==> src/rtl/ts_pkg.sv <==
// Shared types and constants for the MPEG-2 TS header scheduler slice.
package ts_pkg;

    localparam logic [7:0] TS_SYNC_BYTE = 8'h47;
    localparam int         TS_HDR_BYTES = 4;

    // Field order matches the wire order of header bytes 1..3.
    typedef struct packed {
        logic        tei;
        logic        pusi;
        logic        prio;
        logic [12:0] pid;
        logic [1:0]  tsc;
        logic [1:0]  afc;
        logic [3:0]  cc;
    } ts_hdr_t;

    typedef enum logic [2:0] {
        IDLE,
        B1,
        B2,
        B3,
        SKIP
    } cap_state_t;

    function automatic ts_hdr_t make_hdr(input logic [7:0] b1, input logic [7:0] b2,
                                         input logic [7:0] b3);
        return ts_hdr_t'({b1, b2, b3});
    endfunction

endpackage

==> src/rtl/ts_hdr_capture.sv <==
// Per-lane TS header capture: sync validation, 1-deep header holding register
// with overflow detection, and tick-based sync-loss supervision.
module ts_hdr_capture
    import ts_pkg::*;
(
    input  logic        clk,
    input  logic        rst,
    input  logic [7:0]  in_data,
    input  logic        in_valid,
    input  logic        in_sync,
    input  logic        tick,
    input  logic [15:0] timeout_limit,
    input  logic        grant,
    output logic        pending,
    output ts_hdr_t     hdr,
    output logic        sync_err,
    output logic        overflow,
    output logic        lane_timeout
);

    cap_state_t  state;
    logic [7:0]  b1;
    logic [7:0]  b2;
    logic [15:0] tcount;
    logic        valid_sync;
    logic        complete;

    assign valid_sync = in_valid && in_sync && (in_data == TS_SYNC_BYTE);
    assign complete   = in_valid && !in_sync && (state == B3);

    // A sync beat overrides whatever partial header was in flight.
    always_ff @(posedge clk or negedge rst) begin
        if (!rst) begin
            state    <= IDLE;
            b1       <= '0;
            b2       <= '0;
            sync_err <= 1'b0;
        end else begin
            sync_err <= 1'b0;
            if (in_valid && in_sync) begin
                if (in_data == TS_SYNC_BYTE) begin
                    state <= B1;
                end else begin
                    state    <= IDLE;
                    sync_err <= 1'b1;
                end
            end else if (in_valid) begin
                case (state)
                    B1: begin
                        b1    <= in_data;
                        state <= B2;
                    end
                    B2: begin
                        b2    <= in_data;
                        state <= B3;
                    end
                    B3:      state <= SKIP;
                    default: ;
                endcase
            end
        end
    end

    // A same-cycle grant frees the slot, so the new header may replace the old one.
    always_ff @(posedge clk or negedge rst) begin
        if (!rst) begin
            pending  <= 1'b0;
            hdr      <= '0;
            overflow <= 1'b0;
        end else begin
            overflow <= 1'b0;
            if (complete) begin
                if (pending && !grant) begin
                    overflow <= 1'b1;
                end else begin
                    hdr     <= make_hdr(b1, b2, in_data);
                    pending <= 1'b1;
                end
            end else if (grant) begin
                pending <= 1'b0;
            end
        end
    end

    always_ff @(posedge clk or negedge rst) begin
        if (!rst) begin
            tcount       <= '0;
            lane_timeout <= 1'b0;
        end else begin
            if (valid_sync) begin
                tcount <= '0;
            end else if (tick && (tcount != 16'hFFFF)) begin
                tcount <= tcount + 16'd1;
            end
            lane_timeout <= !valid_sync && (timeout_limit != 16'd0) && (tcount >= timeout_limit);
        end
    end

endmodule

==> src/rtl/ts_hdr_scheduler.sv <==
// Multi-lane TS header front end: per-lane capture feeding a round-robin
// arbiter into a single valid/ready header stream tagged with the lane index.
module ts_hdr_scheduler
    import ts_pkg::*;
#(
    parameter int NUM_LANES = 4,
    parameter int LANE_W    = 2
) (
    input  logic                   clk,
    input  logic                   rst,
    input  logic [8*NUM_LANES-1:0] in_data,
    input  logic [NUM_LANES-1:0]   in_valid,
    input  logic [NUM_LANES-1:0]   in_sync,
    input  logic                   tick,
    input  logic [15:0]            timeout_limit,
    output logic                   hdr_valid,
    input  logic                   hdr_ready,
    output logic [LANE_W-1:0]      hdr_lane,
    output logic                   hdr_tei,
    output logic                   hdr_pusi,
    output logic                   hdr_prio,
    output logic [12:0]            hdr_pid,
    output logic [1:0]             hdr_tsc,
    output logic [1:0]             hdr_afc,
    output logic [3:0]             hdr_cc,
    output logic [NUM_LANES-1:0]   sync_err,
    output logic [NUM_LANES-1:0]   overflow,
    output logic [NUM_LANES-1:0]   lane_timeout
);

    logic [NUM_LANES-1:0] pending;
    logic [NUM_LANES-1:0] grant;
    ts_hdr_t              hold [NUM_LANES];
    ts_hdr_t              out_q;
    logic [LANE_W-1:0]    rr_ptr;
    logic [LANE_W-1:0]    idx;
    logic [LANE_W-1:0]    gidx;
    logic                 found;
    logic                 do_grant;

    for (genvar i = 0; i < NUM_LANES; i++) begin : g_lane
        ts_hdr_capture u_cap (
            .clk          (clk),
            .rst          (rst),
            .in_data      (in_data[8*i +: 8]),
            .in_valid     (in_valid[i]),
            .in_sync      (in_sync[i]),
            .tick         (tick),
            .timeout_limit(timeout_limit),
            .grant        (grant[i]),
            .pending      (pending[i]),
            .hdr          (hold[i]),
            .sync_err     (sync_err[i]),
            .overflow     (overflow[i]),
            .lane_timeout (lane_timeout[i])
        );
    end

    // Walk the lanes starting at rr_ptr, wrapping explicitly so any lane count works.
    always_comb begin
        found = 1'b0;
        gidx  = '0;
        idx   = rr_ptr;
        for (int i = 0; i < NUM_LANES; i++) begin
            if (!found && pending[idx]) begin
                found = 1'b1;
                gidx  = idx;
            end
            idx = (idx == LANE_W'(NUM_LANES - 1)) ? '0 : idx + LANE_W'(1);
        end
    end

    assign do_grant = found && (!hdr_valid || hdr_ready);

    always_comb begin
        grant = '0;
        for (int i = 0; i < NUM_LANES; i++) begin
            grant[i] = do_grant && (gidx == LANE_W'(i));
        end
    end

    // Output only changes on a grant or a completed handshake, so it never retracts.
    always_ff @(posedge clk or negedge rst) begin
        if (!rst) begin
            hdr_valid <= 1'b0;
            hdr_lane  <= '0;
            out_q     <= '0;
            rr_ptr    <= '0;
        end else if (do_grant) begin
            hdr_valid <= 1'b1;
            hdr_lane  <= gidx;
            out_q     <= hold[gidx];
            rr_ptr    <= (gidx == LANE_W'(NUM_LANES - 1)) ? '0 : gidx + LANE_W'(1);
        end else if (hdr_ready) begin
            hdr_valid <= 1'b0;
        end
    end

    assign hdr_tei  = out_q.tei;
    assign hdr_pusi = out_q.pusi;
    assign hdr_prio = out_q.prio;
    assign hdr_pid  = out_q.pid;
    assign hdr_tsc  = out_q.tsc;
    assign hdr_afc  = out_q.afc;
    assign hdr_cc   = out_q.cc;

endmodule

==> config.mk <==
export PLATFORM = sky130hd
export DESIGN_NAME = ts_hdr_scheduler
export DESIGN_NICKNAME = d
export VERILOG_FILES = /design/src/rtl/ts_pkg.sv /design/src/rtl/ts_hdr_capture.sv /design/src/rtl/ts_hdr_scheduler.sv
export SDC_FILE = /design/constraint.sdc
export NUM_CORES = 1
export LEC_CHECK = 0
export BUFFER_PORTS_ARGS = -buffer_cell sky130_fd_sc_hd__buf_4
export CAP_MARGIN = 0
export CELL_PAD_IN_SITES_DETAIL_PLACEMENT = 1
export CELL_PAD_IN_SITES_GLOBAL_PLACEMENT = 1
export CORE_MARGIN = 1.5
export CORE_UTILIZATION = 45
export DETAILED_ROUTE_END_ITERATION = 10
export PLACE_DENSITY_LB_ADDON = 0.1
export SLEW_MARGIN = 10
export SYNTH_ARGS = -nofsm -noshare
export SYNTH_HDL_FRONTEND = slang
export SYNTH_SLANG_ARGS = --single-unit
==> constraint.sdc <==
create_clock -name clk -period 5.8 [get_ports clk]
set_input_delay 1.16 -clock clk [delete_from_list [all_inputs] [get_ports clk]]
set_output_delay 1.16 -clock clk [all_outputs]
set_load 0.01 [all_outputs]
---- Word-level counts from Yosys, hierarchy flattened ----
Index checks and enable logic that the tools add are counted.
word-level totals
  register bits ........................... 281
  output and inout port bits .............. 39
  logic and storage cells ................. 299
cells by class
  $add $sub $neg .......................... 8
  magnitude comparators ................... 9
  equal/unequal tests ..................... 30
  mux-type cells .......................... 77
  bitwise operators ....................... 9
  reductions and logical operators ........ 96
operator list
  cell                                                        count
  2-to-1 mux 16 bit                                           8
  adder 16 x 1 -> 16 bit, second input constant               4
  greater-or-equal comparator 16 bit                          4
  != test 16 bit, second input constant                       4
  binary-select mux 24 bit (select 2 bit)                     1
  2-to-1 mux 24 bit                                           2
  2-to-1 mux 1 bit                                            42
  logical AND 1 bit                                           40
  one-hot mux 3 bit (3 select lines)                          4
  == test 8 x 7 -> 1 bit, second input constant               4
  nonzero test 2 bit                                          13
  == test 3 x 2 -> 1 bit, second input constant               8
  2-to-1 mux 3 bit                                            8
  AND reduction 2 bit                                         12
  AND reduction 3 bit                                         8
  logical NOT 1 bit                                           16
  2-to-1 mux 2 bit                                            8
  nonzero test 16 bit                                         1
  nonzero test 4 bit                                          4
  == test 3 x 1 -> 1 bit, second input constant               4
  less-than comparator 2 x 3 -> 1 bit, second input constant  4
  == test 2 bit, second input constant                        5
  adder 2 x 1 -> 2 bit, second input constant                 4
  binary-select mux 1 bit (select 2 bit)                      4
  7 further kinds                                             17

---- Logic depth before layout (Yosys ltp) ----
  depth after elaboration ................. 18
  mapped depth ............................ 13
  gate-level depth less buffers ........... 9

---- Hierarchy ----
Synthesis repeated with hierarchy kept, for this count alone.
second synthesis, totals
  cell total of the unflattened synthesis .. 1,287
  area total of the unflattened synthesis .. 14,792.9 um^2
by module, submodules not included
  module                                 times used  cells an instance  area an instance (um^2)
  ts_hdr_capture at g_lane[2].u_cap ...  2           272                3,135.5
  ts_hdr_capture at g_lane[0].u_cap      1           269                3,169.3
  ts_hdr_capture at g_lane[1].u_cap      1           271                3,105.5
  ts_hdr_scheduler                       1           203                2,247.2

---- Worst setup path before layout ----
OpenSTA, ideal clock, no wires.
  path type ............................... reg2reg
  from .................................... register rr_ptr[0]
  to ...................................... register g_lane[3].u_cap.hdr[0] (netlist bit)
  library setup time ...................... 0.125 ns
  arrival ................................. 2.833 ns
  data required time ...................... 5.675 ns
  slack ................................... 2.842 ns
  cell stages (with the launch flop) ...... 12
  period minus slack after synthesis ...... 2.958 ns
  cells stage by stage .................... dfrtp_1 ha_1 buf_2 or4_1 o211ai_1 a32oi_2 o21a_1 o31ai_4 nand2b_1 buf_2 buf_6 mux2_4
on the way
  cells in the longest elaborated chain, start to end .. 18
  elaborated cells on any way between the ends .. 38
  classes of those cells .................. 3 x add/sub; 4 x eq/ne; 19 x mux; 1 x bitwise; 11 x reduce/logical
RTL lines
  what                                                           RTL line                RTL
  from (decl)                                                    ts_hdr_scheduler.sv:35  logic [LANE_W-1:0] rr_ptr;
  from (signal assigned)                                         ts_hdr_scheduler.sv:93  rr_ptr <= (gidx == LANE_W'(NUM_LANES - 1)) ? '0 : gidx + LANE_W'(1);
  branches (longest 13 deep; another with adder 2 x 1 -> 2 bit)  -
  logical AND 1 bit *                                            ts_hdr_scheduler.sv:78  grant[i] = do_grant && (gidx == LANE_W'(i));
  logical NOT 1 bit *                                            ts_hdr_capture.sv:73    if (pending && !grant) begin
  logical AND 1 bit *                                            ts_hdr_capture.sv:73
  inverter 1 bit (no source line) *                              -
  AND reduction 2 bit (no source line) *                         -
  to (signal assigned)                                           ts_hdr_capture.sv:76    hdr <= make_hdr(b1, b2, in_data);
  to (decl)                                                      ts_hdr_capture.sv:15    output ts_hdr_t hdr,
Mark *: on every way between the ends. The select of a mux whose other input is x is not followed.
A chain may end at the register's enable or synchronous reset.

---- Worst setup path in the final report ----
  from .................................... register rr_ptr[0]
  to ...................................... register g_lane[2].u_cap.hdr[11] (netlist bit)
on the way
  cells in the longest elaborated chain, start to end .. 18
  elaborated cells on any way between the ends .. 38
  classes of those cells .................. 3 x add/sub; 4 x eq/ne; 19 x mux; 1 x bitwise; 11 x reduce/logical
RTL lines
  what                                                           RTL line
  branches (longest 13 deep; another with adder 2 x 1 -> 2 bit)  -
  logical AND 1 bit *                                            ts_hdr_scheduler.sv:78
  logical NOT 1 bit *                                            ts_hdr_capture.sv:73
  logical AND 1 bit *                                            ts_hdr_capture.sv:73
  inverter 1 bit (no source line) *                              -
  AND reduction 2 bit (no source line) *                         -
  to (signal assigned)                                           ts_hdr_capture.sv:76
  to (decl)                                                      ts_hdr_capture.sv:15
Marks and branches as above.

==> reports/metrics.cfg <==
[status]
status=completed

[hold_path]
min_path_type=flop to flop

[grt]
grt_pass1_vias=9918
grt_most_used_layer=met2
grt_use_met1=0.325
grt_max_degree=130
grt_pass1_wl_mm=57.0
grt_overflow_total=0
use_met2=0.361
gr-usage-met3=0.0241
gr-usage-all-layers=0.223
grt_antenna_before_repair=0

[clocking]
postCtsHoldBufs=0
insertion_delay_ps=550
cts_buffers=31
clk_pin_slew_ps=60
cts-resized-gates=0
cts_root_buffer=clkbuf_16
post_cts_buffers=0
htreeDepth=1
cts_tree=built
cts_sinks=281
clock_path_buffers=3

[pwr]
power_mw=7.47
power.share.clock=0.249
p_int_mw=4.85
p_sw_frac=0.350
p_seq_frac=0.417
power_density_nw_per_um2=464
ir_drop_mv=0.282
comb_power_share=0.334
power.leakage_nw=8.04
switchingPower_mw=2.62

[logic_synthesis]
postSynthAreaPerCell_um2=11.8
synth_ff_type=dfrtp_1
ys_warn_count=0
async_flop_share=1.00
synth_cell_types=62
ys_seq_elements=281
synth_edf_count=0
yosysSeqAreaShare=0.496
netlist_instances=1197
synthesis.area_um2=14200
syn-num-nets=1326

[timing]
clock_skew_ps=11.6
fin_tns_setup_ps=0
rsz0062_at_grt=no
worst_slack_ps=1510
period_share=0.740
worst_pin_slew_ps=1180
period_needed_ps=4290
slew_violations=0
hold_viol=0
max_freq_ghz=0.233
setup_violations=0
slew_headroom=0.212

[critical_path]
cp_cell_sequence=ha_1, or4_1, o211ai_1, a32oi_2, o21ai_4, buf_4, o31ai_4, nand2b_1, mux2_2
reg2reg_depth=9
path_delay_family=simple AND/OR/NAND/NOR gates
crit_fanout=32
endpoint_kind=flop
timing.rr.end=g_lane[2].u_cap.hdr[11]$_DFFE_PN0P_
path_class=flop to flop
cp_num_buf_inv=1
crit_path_end=g_lane[2].u_cap.hdr[11]$_DFFE_PN0P_
cp_slowest_cell=dfrtp_1
critPathLaunch=rr_ptr[0]$_DFFE_PN0P_
required_ps=6220
rrSetupSlack_ps=1510
cpPeakStageDelay_ps=880
r2r_start=rr_ptr[0]$_DFFE_PN0P_
crit_cells=9
cp.arrival_ps=4720
cp-start-kind=flop

[final_layout]
final_common_cell=dfrtp_1
area_growth_pct=13.7
final_cell_mix=dfrtp_1 (281), buf_4 (106), mux2_2 (103)
instances_no_fill=1690
diodes=0
n_fill_cell=3195
nNetsFinal=1406
layout-drive-gt1-share=0.240

[job]
drv_cap=0

[placement]
place_inst=1640
place.gp.congestion=0.798
dp_hpwl_mm=25.6
portBuffers=98
post-place-ws_ps=1510

[drt]
totalWireLength_mm=35.8
drt_iter0_drc=462
drcViolationCount=0
via_per_inst=5.64
detailedRoute.firstPassIterationCount=4
num_vias=9535
post_drt_wl_per_cell_um=21.2
drtAntennaViolNets=0

[floorplan]
fp.dieH_um=180
start_util=0.460
ios=99
rows=64
die_area_um2=32600
core-area_um2=30800
die_width_um=180

kinds of logic after synthesis:
| family | share of synthesized area |
|---|---|
| XOR/XNOR | 0.0309 |
| flip-flops | 0.496 |
| AND/OR/NAND/NOR | 0.119 |
| buffers and inverters | 0.0347 |
| AO/OA/AOI/OAI | 0.0805 |
| multiplexers | 0.178 |
| adder cells (fa/ha/maj) | 0.0609 |
metal layers:
layer  share of wire  vias up  wire length [um]
li1                -     4480                 -
met1            0.49     4863             17500
met5               0        -                 0
met3           0.030       33              1070
met2            0.47      159             16700
met4           0.016        0               561
power groups by stage:
| stage | Clock, mW | Combinational [mW] | Sequential [mW] |
|---|---|---|---|
| after floorplan | 0 | 1.91 | 2.92 |
| after global placement | 0 | 2.43 | 3.12 |
| after detailed placement | 0 | 2.50 | 3.14 |
| after CTS | 1.91 | 2.51 | 3.12 |
| after global routing | 1.98 | 2.74 | 3.20 |
| final | 1.86 | 2.49 | 3.12 |
state kept, by name, indices dropped and copies added (netlist names), 12 cells and up:
| signal | cells |
|---|---|
| g_lane.u_cap.hdr | 96 |
| g_lane.u_cap.tcount | 64 |
| g_lane.u_cap.b1 | 32 |
| g_lane.u_cap.b2 | 32 |
| hdr_pid | 13 |
| g_lane.u_cap.state | 12 |
stage by stage:
step | util | instance area (um^2) | hold WS [ps]
2_1_floorplan | - | 14200 | 452
3_3_place_gp | 0.492 | 15200 | 457
3_5_place_dp | 0.492 | 15200 | 473
4_1_cts | 0.523 | 16100 | 496
5_1_grt | 0.523 | 16100 | 510
6_report | 0.523 | 16100 | 490
worst min path at each step:
stage / from / to / slack, ps / cells past startpoint
floorplan: g_lane[2].u_cap.b2[4]$_DFFE_PN0P_ / g_lane[2].u_cap.hdr[12]$_DFFE_PN0P_ / 450 / 1
global placement: g_lane[2].u_cap.b2[7]$_DFFE_PN0P_ / g_lane[2].u_cap.hdr[15]$_DFFE_PN0P_ / 460 / 1
global route: g_lane[2].u_cap.b2[5]$_DFFE_PN0P_ / g_lane[2].u_cap.hdr[13]$_DFFE_PN0P_ / 510 / 1
CTS: g_lane[2].u_cap.b2[5]$_DFFE_PN0P_ / g_lane[2].u_cap.hdr[13]$_DFFE_PN0P_ / 500 / 1
detailed placement: g_lane[2].u_cap.b1[3]$_DFFE_PN0P_ / g_lane[2].u_cap.hdr[19]$_DFFE_PN0P_ / 470 / 1
finish: g_lane[2].u_cap.b1[2]$_DFFE_PN0P_ / g_lane[2].u_cap.hdr[18]$_DFFE_PN0P_ / 490 / 1
final cells by class:
type / instances / area, um^2 / area share
sequential: 281 / 7030 / 0.436
multi-input combinational: 822 / 6670 / 0.414
clock buffer: 40 / 860 / 0.0533
timing repair buffer: 109 / 851 / 0.0528
tap: 396 / 495 / 0.0308
inverter: 32 / 120 / 0.00745
clock inverter: 10 / 87.6 / 0.00544
cell usage after synthesis, drive strengths merged (10+ instances only):
library cell | n | area share
a21o | 20 | 0.011
a21oi | 36 | 0.013
and3 | 15 | 0.0066
buf | 36 | 0.019
clkbuf | 26 | 0.0069
dfrtp | 281 | 0.50
ha | 69 | 0.061
inv | 32 | 0.0085
mux2 | 163 | 0.14
mux2i | 54 | 0.038
nand2 | 73 | 0.019
nand2b | 20 | 0.0088
nand3 | 27 | 0.0095
nand4 | 20 | 0.0088
nor2 | 84 | 0.022
nor2b | 11 | 0.0049
nor4 | 15 | 0.0066
o21ai | 30 | 0.011
o221ai | 25 | 0.015
or3 | 10 | 0.0044
xnor2 | 18 | 0.011
xor2 | 32 | 0.020
Power figures use the tool's default switching activity.
